<file path="src/rtl/gmii_pkg.sv">
// Shared GMII receive-path definitions: framing bytes, CRC-32 constants,
// byte-counter width and the framer state encoding.
package gmii_pkg;

    localparam logic [7:0]  PREAMBLE_BYTE = 8'h55;
    localparam logic [7:0]  SFD_BYTE      = 8'hD5;
    localparam logic [31:0] CRC_INIT      = 32'hFFFF_FFFF;
    localparam logic [31:0] CRC_RESIDUE   = 32'hC704_DD7B;
    // IEEE 802.3 generator polynomial, MSB-first register orientation
    localparam logic [31:0] CRC_POLY      = 32'h04C1_1DB7;

    localparam int unsigned LEN_W        = 14;
    localparam int unsigned FCS_BYTES    = 4;
    // Shortest frame that emits at least one payload byte
    localparam int unsigned MIN_EVAL_LEN = 5;

    typedef enum logic [1:0] {
        ST_IDLE,
        ST_PREAMBLE,
        ST_DATA,
        ST_DISCARD
    } framer_state_e;

endpackage

</file>
<file path="src/rtl/crc32_d8.sv">
// Combinational CRC-32 (IEEE 802.3) update for one byte.
// The register is kept MSB-first while data bits enter LSB-first, which is the
// bit-reversed image of the usual reflected software CRC; the check residue
// in this orientation is CRC_RESIDUE.
// Ports:
//   crc        in  32  current CRC register
//   data       in  8   byte to absorb (bit 0 first on the wire)
//   crc_next_c out 32  updated CRC register (combinational)
module crc32_d8
    import gmii_pkg::*;
(
    input  logic [31:0] crc,
    input  logic [7:0]  data,
    output logic [31:0] crc_next_c
);

    logic [31:0] c_v;

    // Bit-serial LFSR unrolled over the 8 data bits
    always_comb begin
        c_v = crc;
        for (int i = 0; i < 8; i++) begin
            if (c_v[31] ^ data[i]) begin
                c_v = {c_v[30:0], 1'b0} ^ CRC_POLY;
            end else begin
                c_v = {c_v[30:0], 1'b0};
            end
        end
        crc_next_c = c_v;
    end

endmodule

</file>
<file path="src/rtl/gmii_rx_framer.sv">
// GMII receive framer: strips preamble/SFD/FCS, checks CRC-32 and length,
// and emits payload as one contiguous burst followed by a single status pulse.
// Ports:
//   clk125, reset               125 MHz GMII RX clock, async active-high reset
//   gmii_rxd/rx_dv/rx_er        GMII receive pins
//   rx_data, rx_data_valid      payload byte stream (FCS removed)
//   rx_good_frame, rx_bad_frame end-of-frame verdict pulses
//   stat_crc_err, stat_len_err  error cause, coincident with rx_bad_frame
//   stat_drop                   silently discarded frame
module gmii_rx_framer
    import gmii_pkg::*;
#(
    parameter int unsigned MIN_FRAME_LEN = 64,
    parameter int unsigned MAX_FRAME_LEN = 1518
) (
    input  logic       clk125,
    input  logic       reset,
    input  logic [7:0] gmii_rxd,
    input  logic       gmii_rx_dv,
    input  logic       gmii_rx_er,
    output logic [7:0] rx_data,
    output logic       rx_data_valid,
    output logic       rx_good_frame,
    output logic       rx_bad_frame,
    output logic       stat_crc_err,
    output logic       stat_len_err,
    output logic       stat_drop
);

    localparam logic [LEN_W-1:0] LEN_SAT = '1;

    // Input stage
    logic [7:0] rxd_q;
    logic       dv_q;
    logic       er_q;
    logic       dv_prev_q;

    // Framer state and datapath
    framer_state_e               state_q, state_d;
    logic [31:0]                 crc_q, crc_d, crc_upd_c;
    logic [LEN_W-1:0]            len_q, len_d;
    logic                        err_q, err_d;
    logic [FCS_BYTES-1:0][7:0]   dline_q, dline_d;

    // Next values of the registered outputs
    logic [7:0] rx_data_d;
    logic       valid_d, good_d, bad_d, crc_err_d, len_err_d, drop_d;

    logic       crc_bad, len_bad;

    crc32_d8 u_crc (
        .crc        (crc_q),
        .data       (rxd_q),
        .crc_next_c (crc_upd_c)
    );

    // dv history resets high so a frame already in flight at reset release
    // is not mistaken for a rising edge
    always_ff @(posedge clk125 or posedge reset) begin
        if (reset) begin
            rxd_q     <= '0;
            dv_q      <= 1'b1;
            er_q      <= 1'b0;
            dv_prev_q <= 1'b1;
        end else begin
            rxd_q     <= gmii_rxd;
            dv_q      <= gmii_rx_dv;
            er_q      <= gmii_rx_er;
            dv_prev_q <= dv_q;
        end
    end

    // State, datapath and output registers
    always_ff @(posedge clk125 or posedge reset) begin
        if (reset) begin
            state_q       <= ST_IDLE;
            crc_q         <= CRC_INIT;
            len_q         <= '0;
            err_q         <= 1'b0;
            dline_q       <= '0;
            rx_data       <= '0;
            rx_data_valid <= 1'b0;
            rx_good_frame <= 1'b0;
            rx_bad_frame  <= 1'b0;
            stat_crc_err  <= 1'b0;
            stat_len_err  <= 1'b0;
            stat_drop     <= 1'b0;
        end else begin
            state_q       <= state_d;
            crc_q         <= crc_d;
            len_q         <= len_d;
            err_q         <= err_d;
            dline_q       <= dline_d;
            rx_data       <= rx_data_d;
            rx_data_valid <= valid_d;
            rx_good_frame <= good_d;
            rx_bad_frame  <= bad_d;
            stat_crc_err  <= crc_err_d;
            stat_len_err  <= len_err_d;
            stat_drop     <= drop_d;
        end
    end

    // Next-state, datapath and output decode
    always_comb begin
        state_d   = state_q;
        crc_d     = crc_q;
        len_d     = len_q;
        err_d     = err_q;
        dline_d   = dline_q;
        rx_data_d = rx_data;
        valid_d   = 1'b0;
        good_d    = 1'b0;
        bad_d     = 1'b0;
        crc_err_d = 1'b0;
        len_err_d = 1'b0;
        drop_d    = 1'b0;

        crc_bad = (crc_q != CRC_RESIDUE);
        len_bad = (32'(len_q) < MIN_FRAME_LEN) || (32'(len_q) > MAX_FRAME_LEN);

        unique case (state_q)
            ST_IDLE: begin
                if (dv_q) begin
                    if (!dv_prev_q && (rxd_q == PREAMBLE_BYTE)) begin
                        state_d = ST_PREAMBLE;
                    end else begin
                        state_d = ST_DISCARD;
                    end
                end
            end

            ST_PREAMBLE: begin
                if (!dv_q) begin
                    state_d = ST_IDLE;
                    drop_d  = 1'b1;
                end else if (rxd_q == SFD_BYTE) begin
                    state_d = ST_DATA;
                    crc_d   = CRC_INIT;
                    len_d   = '0;
                    err_d   = 1'b0;
                end else if (rxd_q != PREAMBLE_BYTE) begin
                    state_d = ST_DISCARD;
                    drop_d  = 1'b1;
                end
            end

            ST_DATA: begin
                if (dv_q) begin
                    crc_d   = crc_upd_c;
                    len_d   = (len_q == LEN_SAT) ? len_q : len_q + LEN_W'(1);
                    dline_d = {dline_q[FCS_BYTES-2:0], rxd_q};
                    if (er_q) begin
                        err_d = 1'b1;
                    end
                    // Oldest byte leaves only once the line holds four bytes,
                    // so the trailing FCS is never emitted
                    if (len_q >= LEN_W'(FCS_BYTES)) begin
                        rx_data_d = dline_q[FCS_BYTES-1];
                        valid_d   = 1'b1;
                    end
                end else begin
                    state_d = ST_IDLE;
                    if (len_q < LEN_W'(MIN_EVAL_LEN)) begin
                        drop_d = 1'b1;
                    end else if (crc_bad || err_q || len_bad) begin
                        bad_d     = 1'b1;
                        crc_err_d = crc_bad;
                        len_err_d = len_bad;
                    end else begin
                        good_d = 1'b1;
                    end
                end
            end

            ST_DISCARD: begin
                if (!dv_q) begin
                    state_d = ST_IDLE;
                end
            end

            default: state_d = ST_IDLE;
        endcase
    end

endmodule

</file>
<file path="config.mk">
export PLATFORM = sky130hd
export DESIGN_NAME = gmii_rx_framer
export DESIGN_NICKNAME = d
export VERILOG_FILES = /design/src/rtl/gmii_pkg.sv /design/src/rtl/crc32_d8.sv /design/src/rtl/gmii_rx_framer.sv
export SDC_FILE = /design/constraint.sdc
export NUM_CORES = 1
export LEC_CHECK = 0
export ABC_CLOCK_PERIOD_IN_PS = 4600
export BUFFER_PORTS_ARGS = -buffer_cell sky130_fd_sc_hd__buf_2
export CELL_PAD_IN_SITES_DETAIL_PLACEMENT = 0
export CELL_PAD_IN_SITES_GLOBAL_PLACEMENT = 2
export CORE_MARGIN = 10
export CORE_UTILIZATION = 42
export DETAILED_ROUTE_END_ITERATION = 7
export PLACE_DENSITY = 0.84
export SLEW_MARGIN = 20
export SYNTH_ARGS = -nofsm -noshare
export SYNTH_HDL_FRONTEND = slang
export SYNTH_SLANG_ARGS = --single-unit
</file>
<file path="constraint.sdc">
create_clock -name clk125 -period 4.6 [get_ports clk125]
set_input_delay 0.69 -clock clk125 [delete_from_list [all_inputs] [get_ports clk125]]
set_output_delay 0.69 -clock clk125 [all_outputs]
set_load 0.03 [all_outputs]
</file>
==> qor_table.md <==
| Group | Item | Value |
| --- | --- | --- |
| finish | Diodes inserted | 0 |
| die | Number of placed I/O pins | 26 |
| run | Max-capacitance violation count | 0 |
| finish | Area occupied by registers | 2700 µm² |
| finish | Combined area of the multi-input logic cells | 2300 µm² |
| route | Via/cell ratio | 5.29 |
| worst setup path | Sort of element at the start of the critical path | register |
| synth | Flops & latches, synth | 106 |
| sta | Post-Route Skew | 6.06 ps |
| hold path | Min-delay src | gmii_rx_dv |
| route | Router iterations before antenna repair | 4 |
| place | Placer's final routability congestion estimate | 0.830 |
| finish | Final cell count without fillers | 590 |
| finish | Layout Area Growth over Synthesis | 12.0% |
| sta | Final critical-path required period | 2790 ps |
| place | Input/output buffers | 25 |
| power | Total net switching power | 1420 µW |
| synth | Total number of yosys warnings | 0 |
| clock tree | Insertion delay to the later sink of the worst-skew pair | 350 ps |
| route | Number of design rule violations left after detail routing | 0 |
| global route | Overall overflow remaining after global route | 0 |
| power | VDD IR max | 0.000390 V |
| synth | Netlist area before placement | 5070 µm² |
| die | Initial core utilization | 42.6% |
| worst setup path | Path depth of the worst reg2reg path | 8 |
| power | Power share of the combinational group | 43.3% |
| synth | Top_reg_cell synth | sky130_fd_sc_hd__dfrtp_1 |
| die | Horiz. Die Dim | 130 µm |
| die | Placement row count | 40 |
| synth | Biggest area consumer among synthesized cells | sky130_fd_sc_hd__dfrtp_1 |
| clock tree | CTS clock-pin slew for the worst setup and hold paths | 70 ps |
| clock tree | Clock tree from TritonCTS | built |
| synth | Ys async rst share | 100% |
| finish | Fraction of final layout cells sized beyond drive strength 1 | 30.2% |
| worst setup path | Critical path capture point type | register |
| clock tree | H-tree levels | 3 |
| global route | Largest net degree at the start of global routing | 63 |
| global route | Global-route wire length before repair | 16900 µm |
| synth | Syn Area/Cell | 12.3 µm² |
| synth | Post-synthesis cell type count | 44 |
| hold path | Depth of the worst hold-timing path | 1 |
| clock tree | Number of buffers added for setup after CTS | 0 |
| worst setup path | Capture instance of the worst register-to-register path | len_q[0] |
| power | Fraction of power spent switching nets | 34.7% |
| synth | Cells taking the most area after synthesis | sky130_fd_sc_hd__dfrtp_1 36%, sky130_fd_sc_hd__dfstp_2 18%, sky130_fd_sc_hd__mux2_2 9.1%, sky130_fd_sc_hd__xnor2_1 9.0%, sky130_fd_sc_hd__nor2_1 3.1% |
| outcome | Outcome | completed |
| synth | Area share of the largest cell type after synthesis | 35.5% |
| clock tree | Clock net sink count | 106 |
| sta | Number of setup violations in the final report | 0 |
| power | Tot Pwr | 4080 µW |
| synth | Most used standard cell by instance count after synthesis | sky130_fd_sc_hd__dfrtp_1 |
| synth | Number of instances in the synthesized netlist | 414 |
| sta | Final Worst Setup Slack | 1810 ps |
| power | Internal cell power | 2660 µW |
| clock tree | TritonCTS buffer count | 9 |
| die | Core outline area | 11900 µm² |
| sta | Pin slew with the least headroom to its limit | 1050 ps |
| sta | Setup TNS after final layout | 0 ps |
| finish | Net count, final | 457 |
| sta | Share of the clock period used by the worst path after layout | 60.7% |
| global route | Global-route total usage across every layer | 13.0% |
| clock tree | Number of buffers between clock root and the deepest sink | 2 |
| route | Via count of the routed design | 3120 |
| synth | Net count after synthesis | 433 |
| power | Leakage power figure | 0.00241 µW |
| route | DRT iter0 DRCs | 221 |
| worst setup path | CP arrival | 3090 ps |
| hold path | Hold endpoint | dv_q |
| route | Routed WL per cell | 17.3 µm |
| worst setup path | Reg-to-reg critical path startpoint | state_q[0] |
| route | Routed wire length | 10200 µm |
| worst setup path | Slack of the worst reg-to-reg path | 1810 ps |
| hold path | Hold WC Path Type | input pin to register |
| global route | Initial antenna violation count | 0 |
| worst setup path | Worst Path Class, Setup | register to register |
| sta | Max_slew headroom | 29.6% |
| synth | Share of the yosys chip area belonging to registers | 53.1% |
| clock tree | CTS Root Cell | sky130_fd_sc_hd__clkbuf_16 |
| place | Post-DP HPWL | 7310 µm |
| place | Setup slack at placement | 1880 ps |
| global route | Via count of the first global-routing pass | 3148 |
| die | DIE AREA | 16900 µm² |
| synth | Number of enable flip-flop cells after synthesis | 0 |
| sta | Final hold vios | 0 |
| clock tree | Cts repair resizes | 0 |
| power | Sequential group share of total power | 37.6% |
| place | Inst Count DP | 574 |
| worst setup path | Largest fanout on the critical path | 44 |
| route | Post-route antenna net violation count | 0 |
| power | Clock Power Share | 19.1% |
| finish | Number of filler cells placed in the layout | 1095 |
| worst setup path | Required time at the endpoint of the critical path | 4890 ps |
| sta | Max-slew violation count | 0 |
| sta | Max Clk Rate | 358 MHz |
| die | Height of the die | 130 µm |
| clock tree | Total of hold buffers inserted after clock tree synthesis | 0 |
| power | Power density over the cells | 718 nW/µm² |
| synth | Top post-synthesis cells by count | 72 x sky130_fd_sc_hd__dfrtp_1, 52 x sky130_fd_sc_hd__xnor2_1, 42 x sky130_fd_sc_hd__nor2_1 |
| sta | Unrepaired setup endpoints after global routing | no |
-- critical path: stages, from the launching register on --
cell,delay [ps]
sky130_fd_sc_hd__dfrtp_1,410
sky130_fd_sc_hd__inv_1,110
sky130_fd_sc_hd__ha_1,510
sky130_fd_sc_hd__nand3b_1,240
sky130_fd_sc_hd__o31ai_4,100
sky130_fd_sc_hd__buf_4,430
sky130_fd_sc_hd__nand2_1,460
sky130_fd_sc_hd__nor2_1,270
sky130_fd_sc_hd__mux2_2,180
-- through the flow --
step / utilization, % / hold WS [ps] / instance area (µm²)
6_report: 47.7 / 437 / 5680
5_1_grt: 47.7 / 420 / 5680
4_1_cts: 47.7 / 422 / 5680
3_5_place_dp: 45.1 / 439 / 5370
3_3_place_gp: 45.1 / 444 / 5370
2_1_floorplan: - / 360 / 5070
-- per-layer routing --
layer / part of all wire (%) / routed length [µm] / global-route usage [%] / vias to the layer above
met2: 46 / 4650 / 19.7 / 54
met3: 4.4 / 450 / 3.98 / 11
li1: - / - / - / 1493
met1: 49 / 4970 / 17.4 / 1562
met5: 0 / 0 / 0 / -
met4: 1.2 / 119 / 4.17 / 0
-- flip-flops by register name (all words and copies together), names as in the netlist, 2 cells and up --
| register | flops |
|---|---|
| dline_q | 32 |
| state_q | 2 |
| rx_data | 8 |
| len_q | 14 |
| crc_q | 32 |
| rxd_q | 8 |
-- cells in the final DEF, fill, tap and decap left out, drive strengths merged, types with 2 or more instances in the layout --
cell     Yosys  layout
a21oi       21      21
a31oi        7       7
and4         2       2
buf          3      30
clkbuf      14      11
clkinv       0       2
dfrtp       72      72
dfstp       34      34
ha           7       7
inv          9      10
mux2        41      41
nand2       10      10
nand3        3       3
nand3b       3       3
nand4        5       5
nand4b       6       6
nand4bb      2       2
nor2        42      42
nor2b        3       3
nor3        10      10
nor4         8       8
nor4b        3       3
o21bai       2       2
o22a        12      12
o31ai        2       2
o32a         2       2
or3          3       3
xnor2       58      58
xor2        17      17
xor3         2       2
-- power groups by stage --
| stage | Combinational [µW] | Clock [µW] | Sequential [µW] |
|---|---|---|---|
| final | 1770 | 779 | 1530 |
| after global routing | 1920 | 843 | 1570 |
| after CTS | 1780 | 806 | 1540 |
| after detailed placement | 1760 | 0 | 1550 |
| after global placement | 1750 | 0 | 1540 |
| after floorplan | 1480 | 0 | 1480 |
-- layout make-up --
class	instances	area share [%]
sequential	106	47.4
multi-input combinational	282	40.5
clock buffer	11	4.27
tap	147	3.24
timing repair buffer	30	2.86
clock inverter	5	1.10
inverter	9	0.638
-- worst max path at each step --
stage,startpoint,end,slack (ps)
2_1_floorplan,reset,dline_q[0],1180
3_3_place_gp,state_q[0],len_q[0],1970
3_5_place_dp,state_q[0],len_q[0],1880
4_1_cts,state_q[0],len_q[0],1860
5_1_grt,state_q[0],len_q[0],1540
6_report,state_q[0],len_q[0],1810
-- cells by family (layout without fill, tap and decap cells) --
kind of cell	after synthesis	after routing	share of synthesized area, %
xor+xnor	78	78	16.2
mux	41	41	9.10
fa+ha+maj	7	7	1.73
flops	106	106	53.1
simple gates	104	104	10.9
compound gates	52	52	7.03
buf+inv	26	55	1.92
Power figures use the tool's default switching activity.
